<file path="src/rtl/instruction_loader.sv">
// Instruction loader: assembles a framed UART byte stream (length, payload,
// XOR checksum) into little-endian 32-bit words for instruction memory.
module instruction_loader #(
    parameter int MEM_BYTES      = 4096,
    parameter int TIMEOUT_CYCLES = 1000000
) (
    input  logic        clk,
    input  logic        rst,
    input  logic [7:0]  rx_data,
    input  logic        rx_valid,
    output logic [31:0] write_byte_address,
    output logic [31:0] write_instr_data,
    output logic        write_instr_valid,
    output logic        start,
    output logic        load_error,
    output logic        busy
);
    localparam logic [31:0] MAX_WORDS = 32'(MEM_BYTES / 4);
    localparam int TW = $clog2(TIMEOUT_CYCLES + 1);
    localparam logic [TW-1:0] TIMER_LAST = TW'(TIMEOUT_CYCLES - 1);

    localparam logic [2:0] IDLE  = 3'd0;
    localparam logic [2:0] LEN   = 3'd1;
    localparam logic [2:0] LOAD  = 3'd2;
    localparam logic [2:0] CHECK = 3'd3;
    localparam logic [2:0] DONE  = 3'd4;
    localparam logic [2:0] ERROR = 3'd5;

    logic [2:0]    state;
    logic [1:0]    byte_cnt;
    logic [31:0]   shift_word;
    logic [31:0]   length;
    logic [31:0]   word_index;
    logic [7:0]    csum;
    logic [TW-1:0] timer;
    logic [31:0]   next_word;

    // Bytes arrive LSB first, so each new byte enters at the top.
    assign next_word = {rx_data, shift_word[31:8]};
    assign busy = (state == LEN) || (state == LOAD) || (state == CHECK);

    always_ff @(posedge clk or posedge rst) begin
        if (rst) begin
            state              <= IDLE;
            byte_cnt           <= '0;
            shift_word         <= '0;
            length             <= '0;
            word_index         <= '0;
            csum               <= '0;
            timer              <= '0;
            write_byte_address <= '0;
            write_instr_data   <= '0;
            write_instr_valid  <= 1'b0;
            start              <= 1'b0;
            load_error         <= 1'b0;
        end else begin
            write_instr_valid <= 1'b0;
            if (busy) begin
                timer <= rx_valid ? '0 : timer + TW'(1);
            end
            unique case (state)
                IDLE: begin
                    if (rx_valid) begin
                        shift_word <= next_word;
                        byte_cnt   <= 2'd1;
                        state      <= LEN;
                    end
                end
                LEN: begin
                    if (rx_valid) begin
                        shift_word <= next_word;
                        byte_cnt   <= byte_cnt + 2'd1;
                        if (byte_cnt == 2'd3) begin
                            length <= next_word;
                            if (next_word == '0 || next_word > MAX_WORDS) begin
                                state      <= ERROR;
                                load_error <= 1'b1;
                            end else begin
                                state <= LOAD;
                            end
                        end
                    end
                end
                LOAD: begin
                    if (rx_valid) begin
                        shift_word <= next_word;
                        csum       <= csum ^ rx_data;
                        byte_cnt   <= byte_cnt + 2'd1;
                        if (byte_cnt == 2'd3) begin
                            write_instr_valid  <= 1'b1;
                            write_instr_data   <= next_word;
                            write_byte_address <= {word_index[29:0], 2'b00};
                            word_index         <= word_index + 32'd1;
                            if (word_index == length - 32'd1) begin
                                state <= CHECK;
                            end
                        end
                    end
                end
                CHECK: begin
                    if (rx_valid) begin
                        if (rx_data == csum) begin
                            state <= DONE;
                            start <= 1'b1;
                        end else begin
                            state      <= ERROR;
                            load_error <= 1'b1;
                        end
                    end
                end
                default: begin
                end
            endcase
            // A stalled sender abandons the frame.
            if (busy && !rx_valid && timer == TIMER_LAST) begin
                state      <= ERROR;
                load_error <= 1'b1;
            end
        end
    end
endmodule

</file>
<file path="config.mk">
export PLATFORM = sky130hd
export DESIGN_NAME = instruction_loader
export DESIGN_NICKNAME = d
export VERILOG_FILES = /design/src/rtl/instruction_loader.sv
export SDC_FILE = /design/constraint.sdc
export NUM_CORES = 1
export LEC_CHECK = 0
export BUFFER_PORTS_ARGS = -buffer_cell sky130_fd_sc_hd__buf_2
export CORE_ASPECT_RATIO = 0.5
export CORE_MARGIN = 1.5
export CORE_UTILIZATION = 30
export DETAILED_ROUTE_END_ITERATION = 12
export PLACE_DENSITY = 0.5
export REMOVE_ABC_BUFFERS = 1
export SLEW_MARGIN = 20
export SYNTH_ARGS = -nofsm -noshare
export SYNTH_HDL_FRONTEND = slang
export SYNTH_SLANG_ARGS = --single-unit
</file>
<file path="constraint.sdc">
create_clock -name clk -period 7.2 [get_ports clk]
set_input_delay 0.36 -clock clk [delete_from_list [all_inputs] [get_ports clk]]
set_output_delay 0.36 -clock clk [all_outputs]
set_load 0.005 [all_outputs]
</file>
==> key figures, run 1 <==
Worst setup path
  • CP Capture Type: register
  • Worst Setup Start Kind: register
  • CP required: 7550 ps
  • Setup CP Type: reg2reg
  • Critical Path AT: 3430 ps
  • Reg2Reg Depth: 10
  • Max FO, Critical Path: 11

GRT
  • Largest net degree at the start of global routing: 125
  • Congestion Overflow GR: 0
  • Initial antenna violation count: 0
  • GRT Total Usage: 0.138
  • Number of global-route vias before repair: 5985
  • First-pass GRT wire length: 33600 um

Logic synthesis
  • Leading area contributor after synthesis: dfrtp_1
  • Synth unique cells: 59
  • Ranking of synthesized cells by area: dfrtp_1, mux2_2, xnor2_1, nand2_1, xor2_1
  • YS warnings: 0
  • Synthesized instance count: 784
  • Sequential fraction of the synthesis area: 0.522
  • Post-synth EDFFs: 0
  • Ys flop type: dfrtp_1
  • Seq cells post-synth: 186
  • Netlist Area Pre-Place: 8910 sq um
  • Synth top area share: 0.522
  • Post-Syn Area per Cell: 11.4 sq um
  • FFs w/ async S/R, synth: 1.00

Route
  • WL final: 20300 um
  • Drt first pass iters: 4
  • Vias/cell: 4.82
  • Vias: 6039
  • Average routed wire per standard cell: 16.2 um
  • Drt drc: 0
  • Final ANT Viol Nets: 0
  • DRT iter0 DRCs: 383

STA
  • RSZ-0062 raised after global routing: false
  • Final Hold Vio Count: 0
  • Setup Skew: 8.79 ps
  • Final setup TNS: 0 ps
  • Part of the cycle the worst path needs: 0.427
  • Worst-Margin Slew: 885 ps
  • Minimum clock period: 3080 ps
  • Final setup viols: 0
  • F_max: 325 MHz
  • Pins Over Slew Limit: 0
  • Max-slew headroom: 0.410
  • Setup ws final: 4120 ps

Job
  • Max_cap viols: 0

Place
  • Placed insts: 1221
  • RePlAce Congestion: 0.859
  • DPL Wire Length: 14400 um
  • Port bufs: 76
  • Pre-CTS WS: 4200 ps

Floorplan
  • Site Rows: 44
  • I/O pins: 79
  • Initial core utilization: 0.306
  • Core area: 29100 sq um
  • Die X: 247 um
  • Die Height: 125 um
  • Die footprint: 30800 sq um

Power and ir drop
  • Worst VDD drop: 0.000161 V
  • Power Density: 310 nW/um^2
  • Leakage: 4.70 nW

CTS
  • Resize count post-CTS: 0
  • Num CTS Buffers: 17
  • H-tree Lvls: 4
  • Total setup buffers inserted after CTS: 0
  • Clock sink count: 186
  • Hold_buf cts: 0
  • Clock slew at reported path FFs: 70 ps
  • Clk Latency, worst-skew pair: 440 ps
  • CTS tree: built
  • Clock Root Buffer: clkbuf_16
  • Worst-case clock buffer depth: 2

Layout
  • Layout cells sized above 1: 0.284
  • Nets: 864
  • ANT cells: 0
  • Area delta synth->final: 14.9%
  • Post-Layout Cell Count: 1253
  • # fillers: 2898

Hold path
  • Hold Path Class: in2async

Run status
  • Status: complete, no violations
## cells in the mapped netlist, drive strengths merged (5+ instances only)
master and n:
mux2 106, nand3 24, a21oi 14, nor2 43, nand2b 5, nor3 23, nand2 79, xnor2 65
buf 14, clkbuf 21, or3 10, and2 7, nor2b 6, nand4 24, nand3b 7, o21ai 31
nor4 20, and3 9, and4 5, xor2 33, dfrtp 186, inv 9
## worst max-delay path, cell delays in order, from the launching register on
cell	delay, ps
dfrtp_1	430
inv_1	100
ha_1	200
nor3b_1	410
nand2_1	380
or4_1	590
nand3_1	90
nand4_1	120
nor3_2	170
nand4_1	230
a211oi_2	260
## metal layers
layer	GRT usage	part of all wire
met1	0.201	0.52
met2	0.207	0.44
met3	0.0343	0.033
met4	0.0262	0.0072
met5	0	0
## sequential cells by signal (all words and copies together) (netlist names)
| name | count |
|---|---|
| length | 32 |
| write_instr_valid | 1 |
| word_index | 32 |
| byte_cnt | 2 |
| write_byte_address | 30 |
| state | 3 |
| shift_word | 24 |
| csum | 8 |
| load_error | 1 |
| write_instr_data | 32 |
| timer | 20 |
| start | 1 |
## layout make-up
type | count | area (sq um) | area share
flip-flops and latches | 186 | 4650 | 0.454
inverters | 9 | 41.3 | 0.00403
repair buffers | 80 | 410 | 0.0401
well taps | 391 | 489 | 0.0478
clock inverters | 14 | 149 | 0.0145
multi-input cells | 555 | 4060 | 0.396
clock buffers | 18 | 439 | 0.0429
## worst paths after layout
check | start | end | slack (ps)
setup / recovery | length[0] | state[0] | 4120
hold / removal | rst | timer[14] | 90
setup reg to reg | length[0] | state[0] | 4120
hold reg to reg | start | start | 450
max in group asynchronous | rst | word_index[9] | 5730
min in group clk | rx_data[1] | csum[1] | 250
## cell usage in the layout, fill, tap and decap left out, types with 7 or more instances in the layout
cell       count
o21ai_0       29
nand3b_1       7
clkbuf_16     17
a21oi_1       13
buf_2         76
inv_1          8
xnor2_1       65
dfrtp_1      186
nor4_1        16
xor2_1        33
mux2_2       106
or3_1          9
nor3_1        17
nand3_1       24
nand2_1       76
nor2_1        43
nand4_1       24
and3_1         9
## cells by family (layout without fill, tap and decap cells)
group                    count (synthesis)  count (layout)  share of synthesized area
flip-flops                             186             186                      0.522
multiplexers                           107             107                      0.135
XOR/XNOR                                98              98                     0.0963
other                                    1               2                   0.000421
adder cells (fa/ha/maj)                  4               4                    0.00561
AND/OR/NAND/NOR                        277             277                      0.170
buffers and inverters                   44             121                     0.0237
AO/OA/AOI/OAI                           67              67                     0.0466
## stage by stage
step / area (sq um) / utilization / power, mW / hold WS [ps]
3_3_place_gp: 9650 / 0.331 / 2.24 / 452
2_1_floorplan: 8740 / - / 1.99 / 447
3_5_place_dp: 9650 / 0.331 / 2.25 / 443
5_1_grt: 10200 / 0.352 / 3.36 / 112
6_report: 10200 / 0.352 / 3.18 / 91.9
4_1_cts: 10200 / 0.352 / 3.21 / 151
## power breakdown
group          total (mW)  internal (mW)  switching [mW]  leakage [nW]
registers            1.52           1.22           0.293          2.46
clock network       0.947          0.501           0.447         0.284
logic               0.714          0.355           0.359          1.96
Note: power is estimated with default switching activity, not from simulation.
==> run 2, diff against run 1 <==
--- a/config.mk
+++ b/config.mk
@@ -5,6 +5,7 @@
 export SDC_FILE = /design/constraint.sdc
 export NUM_CORES = 1
 export LEC_CHECK = 0
+export ABC_AREA = 1
 export BUFFER_PORTS_ARGS = -buffer_cell sky130_fd_sc_hd__buf_2
 export CORE_ASPECT_RATIO = 0.5
 export CORE_MARGIN = 1.5
==> constraint.sdc (replaced) <==
create_clock -name clk -period 3.2 [get_ports clk]
set_input_delay 0.16 -clock clk [delete_from_list [all_inputs] [get_ports clk]]
set_output_delay 0.16 -clock clk [all_outputs]
set_load 0.005 [all_outputs]
==> key figures, run 2 <==
Logic synthesis
  • Post-synth EDFFs: 0
  • Sequential fraction of the synthesis area: 0.495
  • Ys flop type: dfrtp_1
  • Synth top area share: 0.495
  • YS warnings: 0
  • Synth unique cells: 37
  • Ranking of synthesized cells by area: dfrtp_1, nand2_1, o21ai_0, inv_1, xor2_1
  • Synthesized instance count: 1185
  • Post-Syn Area per Cell: 7.94 sq um
  • Netlist Area Pre-Place: 9410 sq um
  • FFs w/ async S/R, synth: 1.00
  • Synth cell count leaders: nand2_1, dfrtp_1, o21ai_0
  • Most common cell in the netlist: nand2_1
  • Leading area contributor after synthesis: dfrtp_1
  • Seq cells post-synth: 186

GRT
  • Largest net degree at the start of global routing: 108
  • First-pass GRT wire length: 40700 um
  • GRT met1 Usage: 0.231
  • Congestion Overflow GR: 0
  • GRT Total Usage: 0.162
  • GR Util met3: 0.0402
  • Initial antenna violation count: 0
  • Grt met2 use: 0.240
  • Busiest layer in global routing: met2
  • Number of global-route vias before repair: 7514

CTS
  • Worst-case clock buffer depth: 2
  • CTS tree: built
  • H-tree Lvls: 4
  • Clk Latency, worst-skew pair: 450 ps
  • Clock sink count: 186
  • Num CTS Buffers: 17
  • Clock slew at reported path FFs: 80 ps
  • Clock Root Buffer: clkbuf_16

Route
  • Vias: 7772
  • Final ANT Viol Nets: 0
  • Average routed wire per standard cell: 14.6 um
  • Vias/cell: 4.59
  • WL final: 24700 um
  • Drt drc: 0
  • DRT iter0 DRCs: 562
  • Drt first pass iters: 5

Layout
  • Most frequent cells in the layout: nand2_1, dfrtp_1, o21ai_0, inv_1, nor2_1
  • Biggest regs: length x32, word_index x32, write_instr_data x32
  • ANT cells: 0
  • Most common cell after layout, fill and taps aside: nand2_1
  • Area delta synth->final: 15.6%
  • Layout cells sized above 1: 0.125
  • Nets: 1271

STA
  • Pins Over Slew Limit: 0
  • Final Hold Slack: 60.7 ps
  • RSZ-0062 raised after global routing: false
  • Final Hold Vio Count: 0
  • Worst-Margin Slew: 890 ps
  • Part of the cycle the worst path needs: 0.848
  • Max-slew headroom: 0.405
  • Final setup viols: 0
  • Setup ws final: 487 ps
  • Minimum clock period: 2710 ps
  • Setup Skew: 7.69 ps
  • F_max: 369 MHz

Worst setup path
  • Setup CP Type: reg2reg
  • Crit-path cells: inv_1, nor2_2, inv_2, nand2_4, nand2_1, inv_2, nand4_1, nand3_1, o21ai_1, nor3_2, nand2_1, nand2_1, nand2_1
  • Cell family with most CP delay: simple AND/OR/NAND/NOR gates
  • Critical path's most frequent cell: nand2_1
  • Critical Path AT: 3060 ps
  • CP bufs+invs: 3
  • CP Capture Type: register
  • Crit-path slowest cell: dfrtp_1
  • Max FO, Critical Path: 19
  • Worst Setup Start Kind: register
  • CP required: 3550 ps
  • CP max stage delay: 500 ps

Power and ir drop
  • Power Density: 427 nW/um^2
  • Overall Power: 4.64 mW
  • Leakage: 5.75 nW
  • Worst VDD drop: 0.000357 V

Floorplan
  • Die X: 253 um
  • Core area: 30600 sq um
  • Die footprint: 32500 sq um
  • Initial core utilization: 0.308
  • Site Rows: 45
  • I/O pins: 79
  • Die Height: 128 um

Hold path
  • Hold Path Class: in2reg

Job
  • Max_cap viols: 0

Place
  • Pre-CTS WS: 539 ps
  • RePlAce Congestion: 0.943
  • Port bufs: 76
  • DPL Wire Length: 18600 um

Run status
  • Status: complete, no violations
run 2: metal layers:
layer  vias to the layer above  part of all wire
met3                        28             0.045
li1                       3919                 -
met4                         0             0.016
met5                         -                 0
met2                       119              0.43
met1                      3706              0.51
run 2: cells by family (layout without fill, tap and decap cells):
| family | after synthesis | in the layout | synth area share |
|---|---|---|---|
| multiplexers | 8 | 8 | 0.00958 |
| AND/OR/NAND/NOR | 580 | 580 | 0.269 |
| flip-flops | 186 | 186 | 0.495 |
| other | 1 | 2 | 0.000399 |
| AO/OA/AOI/OAI | 167 | 167 | 0.0923 |
| buffers and inverters | 179 | 262 | 0.0725 |
| XOR/XNOR | 60 | 60 | 0.0559 |
| adder cells (fa/ha/maj) | 4 | 4 | 0.00532 |
run 2: timing repair:
item,CTS,global route
endpoints found under the hold margin,104,0
gates resized for setup,0,0
hold buffers,1,0
setup buffers,0,0
run 2: worst min-delay path, stage by stage:
cell,delay (ps)
buf_2,130
inv_1,90
o21ai_0,90
run 2: area by class of cell:
type,count,area [sq um]
multi-input combinational,821,4080
sequential,186,4650
tap,423,529
clock inverter,14,175
timing repair buffer,84,455
fill,3186,19700
inverter,146,557
clock buffer,18,429
run 2: final timing paths:
check / start / to / slack (ps) / cells after the start
setup / recovery: state[0] / state[0] / 490 / 13
hold / removal: rx_data[7] / length[31] / 60 / 3
min in group asynchronous: rst / write_instr_data[20] / 360 / 3
setup reg to reg: state[0] / state[0] / 490 / 13
hold reg to reg: load_error / load_error / 460 / 1
max in group asynchronous: rst / write_instr_data[21] / 2010 / 4
run 2: power by group:
| group | switching, mW | leakage [nW] | internal (mW) | total, mW |
|---|---|---|---|---|
| logic | 0.0665 | 3.03 | 0.0144 | 0.0809 |
| registers | 0.00163 | 2.42 | 2.35 | 2.35 |
| clock network | 1.03 | 0.291 | 1.19 | 2.21 |
| total | 1.09 | 5.75 | 3.55 | 4.64 |
run 2: stage by stage:
stage               cell area [sq um]   util  instances  setup TNS (ps)
floorplan                        9280      -       1153         -375180
global placement                10300  0.336       1659               0
detailed placement              10300  0.336       1659               0
CTS                             10900  0.356       1692               0
global route                    10900  0.356       1692               0
finish                          10900  0.356       1692               0
==> run 3, diff against run 2 <==
--- a/config.mk
+++ b/config.mk
@@ -11,7 +11,7 @@
 export CORE_MARGIN = 1.5
 export CORE_UTILIZATION = 30
 export DETAILED_ROUTE_END_ITERATION = 12
-export PLACE_DENSITY = 0.5
+export PLACE_DENSITY = 0.51
 export REMOVE_ABC_BUFFERS = 1
 export SLEW_MARGIN = 20
 export SYNTH_ARGS = -nofsm -noshare
==> constraint.sdc (replaced) <==
create_clock -name clk -period 2.49 [get_ports clk]
set_input_delay 0.1245 -clock clk [delete_from_list [all_inputs] [get_ports clk]]
set_output_delay 0.1245 -clock clk [all_outputs]
set_load 0.005 [all_outputs]
==> key figures, run 3 (synthesis results as in run 2) <==
Layout
  • Most common cell after layout, fill and taps aside: nand2_1
  • ANT cells: 0
  • Post-Layout Cell Count: 1715
  • Final Cell Area: 11200 sq um
  • Nets: 1294
  • Area occupied by multi-input gates: 4180 sq um
  • Most frequent cells in the layout: nand2_1, dfrtp_1, o21ai_0, inv_1, nor2_1
  • Register Area: 4660 sq um
  • Layout cells sized above 1: 0.161
  • Layout Utilization: 0.365
  • Biggest regs: length x32, word_index x32, write_instr_data x32
  • Area delta synth->final: 18.6%
  • # fillers: 3155

Job
  • Max_cap viols: 0

Power and ir drop
  • Power Density: 525 nW/um^2
  • Leakage: 5.87 nW
  • Clk pwr share: 0.465
  • Seq pwr share: 0.516
  • Cell Int Power: 4.41 mW
  • Switch share: 0.247
  • Overall Power: 5.85 mW
  • Logic gate share of total power: 0.019
  • Sw Pwr: 1.45 mW
  • Worst VDD drop: 0.000431 V

Worst setup path
  • Critical path's most frequent cell: nand2_1
  • Worst Setup Start Kind: register
  • Crit-path cells: inv_2, ha_4, nand3_4, nor2_4, buf_4, nand3_1, nand2_1, nand2_1, nand2_1, nand2_1, nor2_1, nand2_1, nor2_1, nand3_2, nand2_2, nand2_1, nand2_1, nand2_1
  • CP Capture Type: register
  • Reg2reg start: length[1]
  • Max FO, Critical Path: 5
  • CP bufs+invs: 2
  • Cell family with most CP delay: simple AND/OR/NAND/NOR gates
  • Critical Path Start: length[1]
  • Setup CP Type: reg2reg
  • CP max stage delay: 410 ps
  • CP required: 2850 ps
  • Critical Path AT: 2670 ps
  • Crit-path slowest cell: dfrtp_1

Route
  • Final ANT Viol Nets: 0
  • Average routed wire per standard cell: 14.4 um
  • Drt drc: 0
  • DRT iter0 DRCs: 486
  • WL final: 24700 um
  • Vias: 7711
  • Vias/cell: 4.50
  • Drt first pass iters: 5

Place
  • RePlAce Congestion: 0.913
  • Area after DPL: 10400 sq um
  • Pre-CTS WS: -52.8 ps
  • Port bufs: 76
  • Placed insts: 1676
  • DPL Wire Length: 18600 um

GRT
  • Initial antenna violation count: 0
  • Congestion Overflow GR: 0
  • First-pass GRT wire length: 40600 um
  • Largest net degree at the start of global routing: 105
  • GRT Total Usage: 0.162
  • Number of global-route vias before repair: 7596

CTS
  • Clock Root Buffer: clkbuf_16
  • Num CTS Buffers: 17
  • Clock sink count: 186
  • CTS tree: built
  • Worst-case clock buffer depth: 2
  • H-tree Lvls: 4
  • Clk Latency, worst-skew pair: 460 ps
  • Clock slew at reported path FFs: 80 ps

STA
  • Minimum clock period: 2310 ps
  • Max-slew headroom: 0.590
  • Setup Skew: 14.8 ps
  • Part of the cycle the worst path needs: 0.929
  • Worst-Margin Slew: 610 ps
  • Pins Over Slew Limit: 0
  • Final Hold Slack: 7.88 ps
  • F_max: 432 MHz
  • Setup ws final: 177 ps
  • Final Hold Vio Count: 0
  • Final setup TNS: 0 ps
  • Final setup viols: 0

Hold path
  • Hold path startpoint: rx_data[6]
  • Hold Path Class: in2reg

Floorplan
  • Die Height: 128 um
  • I/O pins: 79
  • Site Rows: 45
  • Core area: 30600 sq um
  • Die footprint: 32500 sq um
  • Initial core utilization: 0.308
  • Die X: 253 um

Run status
  • Status: complete, no violations
-- run 3: area by class of cell --
cell class | count | share of cell area
well taps | 423 | 0.0474
flip-flops and latches | 186 | 0.417
clock buffers | 18 | 0.0394
multi-input cells | 821 | 0.375
inverters | 146 | 0.0499
repair buffers | 107 | 0.0582
clock inverters | 14 | 0.0130
-- run 3: what timing repair did --
action | CTS | global route
setup endpoints to repair | 2 | 4
gates resized for setup | 3 | 32
setup buffers | 0 | 4
hold buffers | 3 | 0
endpoints found under the hold margin | 81 | 0
pin swaps | 1 | 8
-- run 3: metal layers --
layer / up-vias / routed length, um / track usage
li1: 3980 / - / -
met1: 3600 / 12400 / 0.230
met2: 109 / 10800 / 0.239
met3: 22 / 1140 / 0.0359
met4: 0 / 395 / 0.0595
met5: - / 0 / 0
-- run 3: path summary, 6_finish.rpt --
kind                                   endpoint  cells after the start  slack [ps]
min in group asynchronous  write_instr_data[10]                      3         300
min reg2reg                               start                      1         450
max                                    state[1]                     18         180
min                                  length[30]                      3           8
max reg2reg                            state[1]                     18         180
max in group asynchronous        shift_word[26]                      4        1450
-- run 3: tightest hold or removal path, cell delays in order --
cell and delay [ps]:
buf_2 120, inv_1 100, o21ai_0 90
-- run 3: power by group through the flow --
| stage | clock network [mW] | logic [mW] | registers [mW] |
|---|---|---|---|
| finish | 2.72 | 0.109 | 3.02 |
| global route | 2.95 | 0.129 | 3.02 |
| CTS | 2.81 | 0.116 | 3.02 |
| detailed placement | 0 | 0.112 | 3.08 |
| global placement | 0 | 0.110 | 3.08 |
| floorplan | 0 | 0.0582 | 3.08 |
